<file path="config.mk">
export PLATFORM = sky130hd
export DESIGN_NAME = seq_stage_reg
export DESIGN_NICKNAME = d
export VERILOG_FILES = /design/src/rtl/seq_stage_reg.sv
export SDC_FILE = /design/constraint.sdc
export NUM_CORES = 1
export LEC_CHECK = 0
export CAP_MARGIN = 20
export CORE_MARGIN = 2
export CORE_UTILIZATION = 34
export DETAILED_ROUTE_END_ITERATION = 10
export MAX_ROUTING_LAYER = met4
export PLACE_DENSITY = 0.83
export SYNTH_ARGS = -nofsm -noshare
export SYNTH_HDL_FRONTEND = slang
export SYNTH_SLANG_ARGS = --single-unit
</file>
<file path="constraint.sdc">
create_clock -name CLK2 -period 1 [get_ports CLK2]
set_clock_uncertainty 0.05 [all_clocks]
set_input_delay 0.15 -clock CLK2 [delete_from_list [all_inputs] [get_ports CLK2]]
set_output_delay 0.15 -clock CLK2 [all_outputs]
set_load 0.005 [all_outputs]
</file>
<file path="src/rtl/seq_stage_reg.sv">
// Sequence/stage/branch register set feeding the sub-sequence decoder.
// Ports: CLK2/GENRST clock and async active-low reset; WBUS write bus;
//   WSQ/NISQ/ST1/ST2/EOS sequencing pulses; TSGN/TOV/TMZ/TPZG branch
//   tests; RPT_REQ/INHINT interrupt levels; SUBSEQ={SB,SQ,STB} word,
//   RUPT_ACK interrupt-taken pulse, SUBSEQ_NEW word-changed pulse.
module seq_stage_reg #(
    parameter logic [3:0] RUPT_SQ  = 4'b0011,
    parameter logic [1:0] RUPT_STB = 2'b10
) (
    input  logic        CLK2,
    input  logic        GENRST,
    input  logic [15:0] WBUS,
    input  logic        WSQ,
    input  logic        NISQ,
    input  logic        ST1,
    input  logic        ST2,
    input  logic        EOS,
    input  logic        TSGN,
    input  logic        TOV,
    input  logic        TMZ,
    input  logic        TPZG,
    input  logic        RPT_REQ,
    input  logic        INHINT,
    output logic [7:0]  SUBSEQ,
    output logic        RUPT_ACK,
    output logic        SUBSEQ_NEW
);

    logic [3:0] sq;
    logic [1:0] stb;
    logic [1:0] sb;
    logic [3:0] sq_next;
    logic [1:0] pend_stb;
    logic       pend_nisq;

    logic [3:0] sq_eff;
    logic [1:0] pend_eff;
    logic       nisq_eff;
    logic       go_rupt;
    logic       go_new;
    logic       wb_ones;
    logic       wb_zero;
    logic       br2_val;

    // Same-cycle WSQ bypasses the buffer so WSQ+NISQ+EOS works in one cycle.
    assign sq_eff   = WSQ ? WBUS[15:12] : sq_next;
    assign pend_eff = pend_stb | {ST2, ST1};
    assign nisq_eff = pend_nisq | NISQ;
    assign go_rupt  = nisq_eff & RPT_REQ & ~INHINT;
    assign go_new   = nisq_eff & ~go_rupt;

    assign wb_ones = &WBUS;
    assign wb_zero = ~|WBUS;
    assign br2_val = (TMZ & wb_ones) | (TPZG & wb_zero);

    assign SUBSEQ = {sb, sq, stb};

    always_ff @(posedge CLK2 or negedge GENRST) begin
        if (!GENRST) begin
            sq         <= 4'h0;
            stb        <= 2'b00;
            sq_next    <= 4'h0;
            pend_stb   <= 2'b00;
            pend_nisq  <= 1'b0;
            RUPT_ACK   <= 1'b0;
            SUBSEQ_NEW <= 1'b0;
        end else begin
            RUPT_ACK   <= EOS & go_rupt;
            SUBSEQ_NEW <= EOS;
            if (WSQ)
                sq_next <= WBUS[15:12];
            if (EOS) begin
                pend_stb  <= 2'b00;
                pend_nisq <= 1'b0;
                unique case (1'b1)
                    go_rupt: begin
                        sq  <= RUPT_SQ;
                        stb <= RUPT_STB;
                    end
                    go_new: begin
                        sq  <= sq_eff;
                        stb <= 2'b00;
                    end
                    default: stb <= pend_eff;
                endcase
            end else begin
                pend_stb  <= pend_eff;
                pend_nisq <= nisq_eff;
            end
        end
    end

    // Branch pair; TOV classifies sign/guard bits and wins over other tests.
    always_ff @(posedge CLK2 or negedge GENRST) begin
        if (!GENRST) begin
            sb <= 2'b00;
        end else if (TOV) begin
            unique case (WBUS[15:14])
                2'b01:   sb <= 2'b01;
                2'b10:   sb <= 2'b10;
                default: sb <= 2'b00;
            endcase
        end else begin
            if (TSGN)
                sb[0] <= WBUS[15];
            if (TMZ | TPZG)
                sb[1] <= br2_val;
        end
    end

endmodule

</file>
==> flow_metrics.tcl <==
set metrics [dict create \
    synth_seq_area_share_pct 57.9 \
    antennaDiodeCount 0 \
    finalWeightedCongestion 0.739 \
    postLayoutCellArea_um2 1360 \
    vias_in_the_first_global_route 782 \
    synth.net_count 91 \
    core_region_area_um2 2000 \
    nNetsFinal 157 \
    violated_checks "negative setup slack" \
    maxSlewViolCount 0 \
    hold_path_end "sb[1]" \
    number_of_rows_in_the_core_area 16 \
    dp_cells 144 \
    timing_hold_violations_final 0 \
    yosys_warnings 0 \
    timing.critical_path.to_type "register" \
    antenna_violating_nets_post_route 0 \
    post_synth_inst_count 62 \
    syn_avg_cell_area_um2 11.8 \
    clk_transition_reported_paths_ns 0.09 \
    floorplan.initialDensity_pct 36.7 \
    crit_path_start "pend_nisq" \
    cp.required_ns 1.14 \
    maximum_number_of_pins_on_one_net_before_global_route_repair 18 \
    die-area_um2 2550 \
    setup_viol 12 \
    synth.ff_latch_count 17 \
    height_of_the_die_um 50.5 \
    hpwl_um 1510 \
    synthDistinctLibCells 23 \
    timing.slew.headroom_pct 78.9 \
    dpl_worst_slack_ns -0.603 \
    hold_ws_ns 0.0928 \
    synth_edf_count 0 \
    final_cell_mix "sky130_fd_sc_hd__buf_4, sky130_fd_sc_hd__dfrtp_1, sky130_fd_sc_hd__dlygate4sd2_1" \
    reg2reg_to "sq[0]" \
    worst_voltage_drop_across_the_vdd_grid_mv 0.881 \
    total_power_mw 1.57 \
    critical_path.max_fanout 4 \
    r2r.worst_path.cells 4 \
    post_dp_cell_area_um2 1290 \
    grt_setup_unrepaired "true" \
    setup.worst_path.start_class "register" \
    detail_route.drc_violations 0 \
    maxCapViolations 0 \
    status "finished, violations left" \
    setup.reg_to_reg.worst_slack_ns -0.11 \
    clock_tree_from_tritoncts "built" \
    post_route_cells_drive_above_1_share_pct 44.9 \
    max_freq_mhz 904 \
    route.detailed.wl_per_inst_um 14.2 \
    area_overhead_of_the_layout_relative_to_synthesis_pct 85.0 \
    async_flop_share_pct 100 \
    clk_path_buf_depth 2 \
    powerDensity_nw_per_um2 1150 \
    io_buffers 38 \
    final.min_clock_period_ns 1.11 \
    post-route-period-util_pct 111 \
    cts-htree-levels 1 \
    arrival_ns 1.24 \
    primary_ff_master_synth "sky130_fd_sc_hd__dfrtp_1" \
    detailroute.via_count 799 \
    die_width_um 50.5 \
    finished_core_util_pct 67.9 \
    syn-cell-area_um2 734 \
    antenna_violations_before_repair 0 \
    max_slew.worst_pin.slew_ns 0.314 \
    hp-start "WBUS[1]" \
    leakage_nw 0.621 \
    viasPerCell 5.19 \
    overflow 0 \
    grt_first_pass_wirelength_um 3210 \
    floorplan.io_pins 39 \
    clk_root_buffer_cell "sky130_fd_sc_hd__clkbuf_4" \
    initial_detailed_routing_violation_count 5 \
    worst_setup_slack_after_layout_ns -0.106 \
    totalWireLength_um 2190 \
    gr-usage-all-layers_pct 17.4 \
    holdPathStages 3 \
    setup-tns-final_ns -0.509 \
    finalNonFillerCells 154 \
    layout.cells.most_common "sky130_fd_sc_hd__buf_4" \
    post_cts_hold_buffer_count 0 \
    crit-reg2reg-launch "pend_nisq" \
    timing.setup.critical_path_class "reg -> reg" \
    numClockSinks 17 \
    worstSkewPairLatency_ns 0.29 \
    numCtsBuffers 3 \
    drtPass1Iterations 6 \
    hold_path_class "in -> reg" \
]
cells by family (layout without fill, tap and decap cells):
logic type | after synthesis | count (layout) | synth area share, %
compound gates | 12 | 12 | 11.8
buf+inv | 0 | 65 | 0
flops | 17 | 17 | 57.9
mux | 6 | 6 | 9.03
simple gates | 27 | 27 | 21.3
synth_stat cells (all sizes together) (2+ instances only):
cell / number / area [µm²]
a2111oi: 2 / 18.8
a22o: 2 / 17.5
dfrtp: 17 / 425
mux2: 5 / 56.3
nand2: 2 / 7.51
nand2b: 2 / 12.5
nand3: 2 / 10.0
nand4: 4 / 25.0
nor2: 7 / 26.3
nor2b: 2 / 12.5
nor3: 2 / 15.0
nor4: 2 / 12.5
o21ai: 5 / 25.0
o22a: 2 / 17.5
cell type report:
type                    count  area (µm²)
well taps                  27        33.8
fillers                   168         643
multi-input cells          45         379
clock buffers               4        26.3
repair buffers             61         493
flip-flops and latches     17         427
critical path, cell delays in order (launching register included):
cell,delay (ns)
sky130_fd_sc_hd__dfrtp_2,0.45
sky130_fd_sc_hd__nor2_2,0.11
sky130_fd_sc_hd__nor2b_1,0.07
sky130_fd_sc_hd__buf_4,0.13
sky130_fd_sc_hd__o22a_1,0.19
power by group:
part	internal [mW]	total [mW]	leakage [nW]	switching, mW
Combinational	0.255	0.419	0.401	0.165
Sequential	0.755	0.787	0.205	0.0316
Clock	0.156	0.363	0.0150	0.207
metal layers:
| layer | GRT usage [%] | part of all wire (%) | routed length [µm] | up-vias |
|---|---|---|---|---|
| met2 | 33.1 | 51 | 1120 | 39 |
| met5 | - | 0 | 0 | - |
| met4 | 7.21 | 1.5 | 33 | 0 |
| met3 | 3.27 | 8.9 | 194 | 5 |
| li1 | - | - | - | 371 |
| met1 | 17.2 | 39 | 844 | 384 |
repair_timing:
item | CTS | global route
endpoints found under the setup margin | 17 | 17
endpoints found under the hold margin | 0 | 0
gates resized for setup | 76 | 7
setup buffers | 3 | 3
gates cloned | 0 | 0
pin swaps | 9 | 2
registers in the layout (all words and copies together) (netlist names):
name / cells
RUPT_ACK: 1
stb: 2
sb: 2
sq_next: 4
SUBSEQ_NEW: 1
pend_nisq: 1
pend_stb: 2
sq: 4
how the worst max path moves through the flow:
| stage | to | cells past startpoint |
|---|---|---|
| global placement | sb[1] | 5 |
| CTS | SUBSEQ[2] | 1 |
| global route | stb[1] | 4 |
| finish | sq[0] | 4 |
| floorplan | sb[1] | 4 |
| detailed placement | sb[1] | 5 |
No activity file was read; power rests on OpenSTA's default activity.
